==> config.mk <==
export PLATFORM = sky130hd
export DESIGN_NAME = btn_debounce
export DESIGN_NICKNAME = d
export VERILOG_FILES = /design/src/rtl/btn_debounce.sv
export SDC_FILE = /design/constraint.sdc
export NUM_CORES = 1
export LEC_CHECK = 0
export ABC_AREA = 1
export CELL_PAD_IN_SITES_DETAIL_PLACEMENT = 1
export CELL_PAD_IN_SITES_GLOBAL_PLACEMENT = 2
export CORE_MARGIN = 1.5
export CORE_UTILIZATION = 39
export CTS_BUF_LIST = sky130_fd_sc_hd__clkbuf_16
export CTS_CLUSTER_SIZE = 30
export DETAILED_ROUTE_END_ITERATION = 10
export DONT_BUFFER_PORTS = 1
export PLACE_DENSITY = 0.92
export RECOVER_POWER = 25
export SLEW_MARGIN = 20
export SYNTH_ARGS = -nofsm -noshare
export SYNTH_HDL_FRONTEND = slang
export SYNTH_SLANG_ARGS = --single-unit
==> constraint.sdc <==
create_clock -name clk -period 3.7 [get_ports clk]
set_clock_uncertainty 0.15 [all_clocks]
set_input_delay 0.925 -clock clk [delete_from_list [all_inputs] [get_ports clk]]
set_output_delay 0.925 -clock clk [all_outputs]
set_load 0.02 [all_outputs]
==> src/rtl/btn_debounce.sv <==
// btn_debounce: multi-channel push-button conditioner.
// Per channel: two-flop synchroniser, stability counter, debounced level,
// one-cycle rise/fall pulses, a sticky press flag, and an OR-reduced irq.
module btn_debounce #(
    parameter int unsigned channels        = 4,
    parameter int unsigned debounce_cycles = 1000000
) (
    input  logic                clk,
    input  logic                reset,
    input  logic [channels-1:0] btn_i,
    output logic [channels-1:0] btn_o,
    output logic [channels-1:0] rise_o,
    output logic [channels-1:0] fall_o,
    output logic [channels-1:0] evt_o,
    input  logic [channels-1:0] evt_clr_i,
    output logic                irq_o
);

    localparam int unsigned CW = (debounce_cycles > 1) ? $clog2(debounce_cycles) : 1;
    localparam logic [CW-1:0] TERM = CW'(debounce_cycles - 1);

    // STABLE: synchronised input matches the debounced level.
    // PENDING: it differs and the counter is qualifying the change.
    typedef enum logic {
        STABLE  = 1'b0,
        PENDING = 1'b1
    } chan_state_t;

    logic [channels-1:0] s1;
    logic [channels-1:0] s2;
    logic [CW-1:0]       cnt      [channels];
    logic [CW-1:0]       cnt_next [channels];
    chan_state_t         ch_state [channels];
    logic [channels-1:0] btn_next;
    logic [channels-1:0] rise_next;
    logic [channels-1:0] fall_next;
    logic [channels-1:0] evt_next;

    // Two-flop synchroniser for the asynchronous button inputs.
    always_ff @(posedge clk) begin
        if (reset) begin
            s1 <= '0;
            s2 <= '0;
        end else begin
            s1 <= btn_i;
            s2 <= s1;
        end
    end

    // Per-channel debounce decision, edge pulses and sticky event flags.
    always_comb begin
        btn_next  = btn_o;
        rise_next = '0;
        fall_next = '0;
        for (int unsigned n = 0; n < channels; n++) begin
            cnt_next[n] = '0;
            ch_state[n] = (s2[n] == btn_o[n]) ? STABLE : PENDING;
            case (ch_state[n])
                STABLE: cnt_next[n] = '0;
                PENDING: begin
                    if (cnt[n] == TERM) begin
                        cnt_next[n]  = '0;
                        btn_next[n]  = s2[n];
                        rise_next[n] = s2[n];
                        fall_next[n] = ~s2[n];
                    end else begin
                        cnt_next[n] = cnt[n] + 1'b1;
                    end
                end
                default: cnt_next[n] = '0;
            endcase
        end
        // A rise on the same edge as a clear keeps the flag set.
        evt_next = (evt_o & ~evt_clr_i) | rise_next;
    end

    // Registered outputs and counters.
    always_ff @(posedge clk) begin
        if (reset) begin
            btn_o  <= '0;
            rise_o <= '0;
            fall_o <= '0;
            evt_o  <= '0;
            irq_o  <= 1'b0;
            for (int unsigned n = 0; n < channels; n++) begin
                cnt[n] <= '0;
            end
        end else begin
            btn_o  <= btn_next;
            rise_o <= rise_next;
            fall_o <= fall_next;
            evt_o  <= evt_next;
            irq_o  <= |evt_next;
            for (int unsigned n = 0; n < channels; n++) begin
                cnt[n] <= cnt_next[n];
            end
        end
    end

endmodule

==> impl_metrics.prom <==
# TYPE chip_impl_metric gauge
chip_impl_metric{name="synth.ff_latch_count",unit=""} 105
chip_impl_metric{name="antenna_found_initial",unit=""} 0
chip_impl_info{name="cts_tree",value="done"} 1
chip_impl_metric{name="post_synth_instance_area",unit="um^2"} 4930
chip_impl_info{name="clock_tree.root_cell",value="sky130_fd_sc_hd__clkbuf_16"} 1
chip_impl_metric{name="post_cts_resized",unit=""} 0
chip_impl_metric{name="first_pass_grt_wire_length",unit="mm"} 20.7
chip_impl_metric{name="max_slew_violation_total_from_the_final_report",unit=""} 0
chip_impl_metric{name="syn_avg_cell_area",unit="um^2"} 7.20
chip_impl_metric{name="p_clk_frac",unit=""} 0.429
chip_impl_metric{name="asyncSetResetFlopFracSynth",unit=""} 0
chip_impl_metric{name="ys.warnings.count",unit=""} 0
chip_impl_info{name="unrepaired_setup_endpoints_after_global_routing",value="false"} 1
chip_impl_metric{name="drt.antenna.violating_nets",unit=""} 0
chip_impl_metric{name="power.static_leakage",unit="nW"} 1.82
chip_impl_metric{name="edff_count_synth",unit=""} 0
chip_impl_metric{name="synth_seq_area_share",unit=""} 0.426
chip_impl_info{name="timing.hold.worst.class",value="reg2reg"} 1
chip_impl_metric{name="p_sw",unit="mW"} 0.442
chip_impl_metric{name="cell_total_after_placement",unit=""} 844
chip_impl_metric{name="clk_latency",unit="ns"} 0.35
chip_impl_metric{name="dr_total_vias",unit=""} 4329
chip_impl_metric{name="worst-r2r-setup-slack",unit="ns"} 1.32
chip_impl_metric{name="vias_per_cell",unit=""} 5.03
chip_impl_metric{name="drt_pass1_iterations",unit=""} 4
chip_impl_metric{name="core_util_final",unit=""} 0.438
chip_impl_metric{name="grtUsageTotal",unit=""} 0.196
chip_impl_metric{name="number_of_global_route_vias_before_repair",unit=""} 4408
chip_impl_metric{name="finalSetupViolCount",unit=""} 0
chip_impl_metric{name="p_int",unit="mW"} 1.59
chip_impl_metric{name="timing.final.crit_period",unit="ns"} 2.38
chip_impl_metric{name="worstPathRequired",unit="ns"} 3.79
chip_impl_metric{name="cts_num_sinks",unit=""} 105
chip_impl_metric{name="clock.fmax",unit="GHz"} 0.420
chip_impl_info{name="critPathCaptureType",value="flop"} 1
chip_impl_info{name="layout_commonest_cell",value="sky130_fd_sc_hd__nand2_1"} 1
chip_impl_metric{name="routed_wirelength",unit="mm"} 12.0
chip_impl_metric{name="layout-area-overhead-vs-synth",unit="%"} 7.99
chip_impl_info{name="r2r_start",value="cnt[3][0]$_SDFF_PP0_"} 1
chip_impl_info{name="run_status",value="finished clean"} 1
chip_impl_metric{name="initial_utilization",unit=""} 0.406
chip_impl_metric{name="synth_fp_nets",unit=""} 699
chip_impl_metric{name="synth_cell_type_count",unit=""} 33
chip_impl_metric{name="antenna-diode-count",unit=""} 0
chip_impl_info{name="startpoint_of_the_tightest_hold_check_path",value="s1[3]$_SDFF_PP0_"} 1
chip_impl_metric{name="post-dp-hpwl",unit="mm"} 9.21
chip_impl_metric{name="finalNetCount",unit=""} 701
chip_impl_metric{name="final.setup.tns",unit="ns"} 0
chip_impl_metric{name="worst-path-max-fanout",unit=""} 20
chip_impl_metric{name="worst_hold_path.num_cells",unit=""} 2
chip_impl_metric{name="core",unit="um^2"} 12200
chip_impl_metric{name="critPathArrivalTime",unit="ns"} 2.47
chip_impl_metric{name="die_height",unit="um"} 115
chip_impl_metric{name="wl_per_cell",unit="um"} 14.0
chip_impl_metric{name="final_layout_size_suffix_gt1_frac",unit=""} 0.0694
chip_impl_metric{name="number_of_buffers_created_by_cts",unit=""} 9
chip_impl_metric{name="final_min_period_over_clock_period",unit=""} 0.644
chip_impl_metric{name="synthesis.instances",unit=""} 685
chip_impl_info{name="path_class",value="reg2reg"} 1
chip_impl_metric{name="power.sequential.fraction",unit=""} 0.560
chip_impl_metric{name="drv_cap",unit=""} 0
chip_impl_info{name="ys.flop_type",value="sky130_fd_sc_hd__dfxtp_1"} 1
chip_impl_metric{name="nFillCells",unit=""} 1566
chip_impl_metric{name="slew_headroom",unit=""} 0.370
chip_impl_metric{name="pwr_density_cell",unit="nW/um^2"} 381
chip_impl_info{name="hold_end",value="s2[3]$_SDFF_PP0_"} 1
chip_impl_metric{name="finalWeightedCongestion",unit=""} 0.793
chip_impl_metric{name="die-width",unit="um"} 115
chip_impl_metric{name="globalRouteOverflowTotal",unit=""} 0
chip_impl_metric{name="worstMarginPinSlew",unit="ns"} 0.941
chip_impl_metric{name="grt_max_degree",unit=""} 23
chip_impl_metric{name="vdd_ir_drop_max",unit="uV"} 233
chip_impl_info{name="commonest_cells_after_routing_fill_and_taps_aside",value="sky130_fd_sc_hd__nand2_1, sky130_fd_sc_hd__nor2_1, sky130_fd_sc_hd__dfxtp_1, sky130_fd_sc_hd__inv_1"} 1
chip_impl_metric{name="ios",unit=""} 27
chip_impl_metric{name="gate_power_share",unit=""} 0.010
chip_impl_metric{name="drc",unit=""} 0
chip_impl_metric{name="buffers_added_on_ports",unit=""} 0
chip_impl_metric{name="hold_viol_final",unit=""} 0
chip_impl_metric{name="switching_share",unit=""} 0.218
chip_impl_info{name="reg2reg_to",value="cnt[3][16]$_SDFF_PP0_"} 1
chip_impl_metric{name="post_cts_buffers",unit=""} 0
chip_impl_metric{name="cts.htree.levels",unit=""} 3
chip_impl_info{name="cp-start-kind",value="flop"} 1
chip_impl_metric{name="worst_setup_hold_path_clk_slew",unit="ns"} 0.07
chip_impl_metric{name="rr_worst_depth",unit=""} 7
chip_impl_metric{name="detailedRoute.firstIterationViolations",unit=""} 230
chip_impl_metric{name="finish.cell_count_without_fillers",unit=""} 860
chip_impl_metric{name="dieArea",unit="um^2"} 13300
chip_impl_metric{name="rows",unit=""} 40
chip_impl_metric{name="clock_path_buffers",unit=""} 2
chip_impl_metric{name="holdBufCountCts",unit=""} 0
-- layer usage --
metal  wire (um)  global-route usage  vias up
met4         156              0.0502        0
met2        5970               0.346       33
li1            -                   -     2206
met3         370              0.0581       10
met1        5500               0.234     2080
met5           0                   0        -
-- synth_stat cells, types with 2 or more instances --
master | instances | share of area
sky130_fd_sc_hd__nor3_1 | 34 | 0.034
sky130_fd_sc_hd__a21oi_1 | 43 | 0.044
sky130_fd_sc_hd__buf_4 | 3 | 0.0046
sky130_fd_sc_hd__or2_0 | 6 | 0.0076
sky130_fd_sc_hd__nor2_1 | 111 | 0.084
sky130_fd_sc_hd__clkbuf_1 | 2 | 0.0015
sky130_fd_sc_hd__nor2_4 | 2 | 0.0046
sky130_fd_sc_hd__xor2_1 | 15 | 0.027
sky130_fd_sc_hd__o21ai_0 | 10 | 0.010
sky130_fd_sc_hd__nand4_1 | 18 | 0.023
sky130_fd_sc_hd__nor2_2 | 6 | 0.0076
sky130_fd_sc_hd__nand2_1 | 132 | 0.10
sky130_fd_sc_hd__dfxtp_1 | 105 | 0.43
sky130_fd_sc_hd__nand2_2 | 5 | 0.0063
sky130_fd_sc_hd__buf_2 | 4 | 0.0041
sky130_fd_sc_hd__nor3_2 | 8 | 0.016
sky130_fd_sc_hd__inv_1 | 86 | 0.065
sky130_fd_sc_hd__inv_2 | 5 | 0.0038
sky130_fd_sc_hd__ha_1 | 4 | 0.010
sky130_fd_sc_hd__nand3b_1 | 7 | 0.011
sky130_fd_sc_hd__nand3_1 | 39 | 0.040
sky130_fd_sc_hd__nand3_2 | 8 | 0.016
sky130_fd_sc_hd__or2_2 | 4 | 0.0051
sky130_fd_sc_hd__a31oi_1 | 2 | 0.0025
sky130_fd_sc_hd__xnor2_1 | 9 | 0.016
sky130_fd_sc_hd__nor4_1 | 2 | 0.0025
sky130_fd_sc_hd__nor3b_1 | 9 | 0.014
-- critical path, cell delays in order (launching register included) --
cell                      delay [ns]
sky130_fd_sc_hd__dfxtp_1        0.40
sky130_fd_sc_hd__ha_1           0.26
sky130_fd_sc_hd__nand3_1        0.16
sky130_fd_sc_hd__nor2_1         0.28
sky130_fd_sc_hd__nand3_1        0.21
sky130_fd_sc_hd__nand3_1        0.63
sky130_fd_sc_hd__a21o_1         0.14
sky130_fd_sc_hd__nor2_1         0.04
-- metrics by stage --
step                      setup slack, ns  hold slack (ns)  instance area, um^2  total power [mW]
after floorplan                      1.88            0.238                 4930              1.18
after global placement               1.35            0.240                 5090              1.18
after detailed placement             1.31            0.259                 5090              1.19
after CTS                            1.49            0.270                 5360              2.06
after global routing                 1.09            0.289                 5330              2.11
final                                1.32            0.264                 5330              2.03
-- cells by family after synthesis --
kind of cell,after synthesis,share of synthesized area
buffers and inverters,100,0.0794
and+or+nand+nor,393,0.377
xor gates and xnor gates,24,0.0426
adders and majority gates,4,0.0101
AOI/OAI and AO/OA,59,0.0647
DFF,105,0.426
-- power by group through the flow --
| stage | logic (mW) | registers [mW] | clock network, mW |
|---|---|---|---|
| 5_1_grt | 0.0248 | 1.14 | 0.949 |
| 3_3_place_gp | 0.0200 | 1.16 | 0 |
| 2_1_floorplan | 0.0199 | 1.16 | 0 |
| 6_report | 0.0207 | 1.14 | 0.873 |
| 4_1_cts | 0.0212 | 1.14 | 0.905 |
| 3_5_place_dp | 0.0211 | 1.16 | 0 |
-- cell type report --
cell class / count / area, um^2 / area share
Inverter: 91 / 342 / 0.0641
Sequential cell: 105 / 2100 / 0.395
Clock inverter: 7 / 38.8 / 0.00728
Tap cell: 168 / 210 / 0.0395
Clock buffer: 9 / 225 / 0.0423
Multi-Input combinational cell: 480 / 2410 / 0.452
-- state kept, by name, indices dropped and copies added, names as in the netlist --
register	count
cnt	80
evt_o	4
btn_o	4
s2	4
fall_o	4
rise_o	4
s1	4
irq_o	1
-- worst max-delay path by stage --
stage                                    start               endpoint  slack, ns  depth (start not counted)
final                     cnt[3][0]$_SDFF_PP0_  cnt[3][16]$_SDFF_PP0_       1.32                          7
after global routing      cnt[3][0]$_SDFF_PP0_  cnt[3][14]$_SDFF_PP0_       1.09                          6
after CTS                 cnt[1][0]$_SDFF_PP0_  cnt[1][12]$_SDFF_PP0_       1.49                          6
after detailed placement                 reset   cnt[3][8]$_SDFF_PP0_       1.31                          3
after global placement                   reset  cnt[3][16]$_SDFF_PP0_       1.35                          4
after floorplan                          reset  cnt[2][18]$_SDFF_PP0_       1.88                          6
Note: power is estimated with default switching activity, not from simulation.
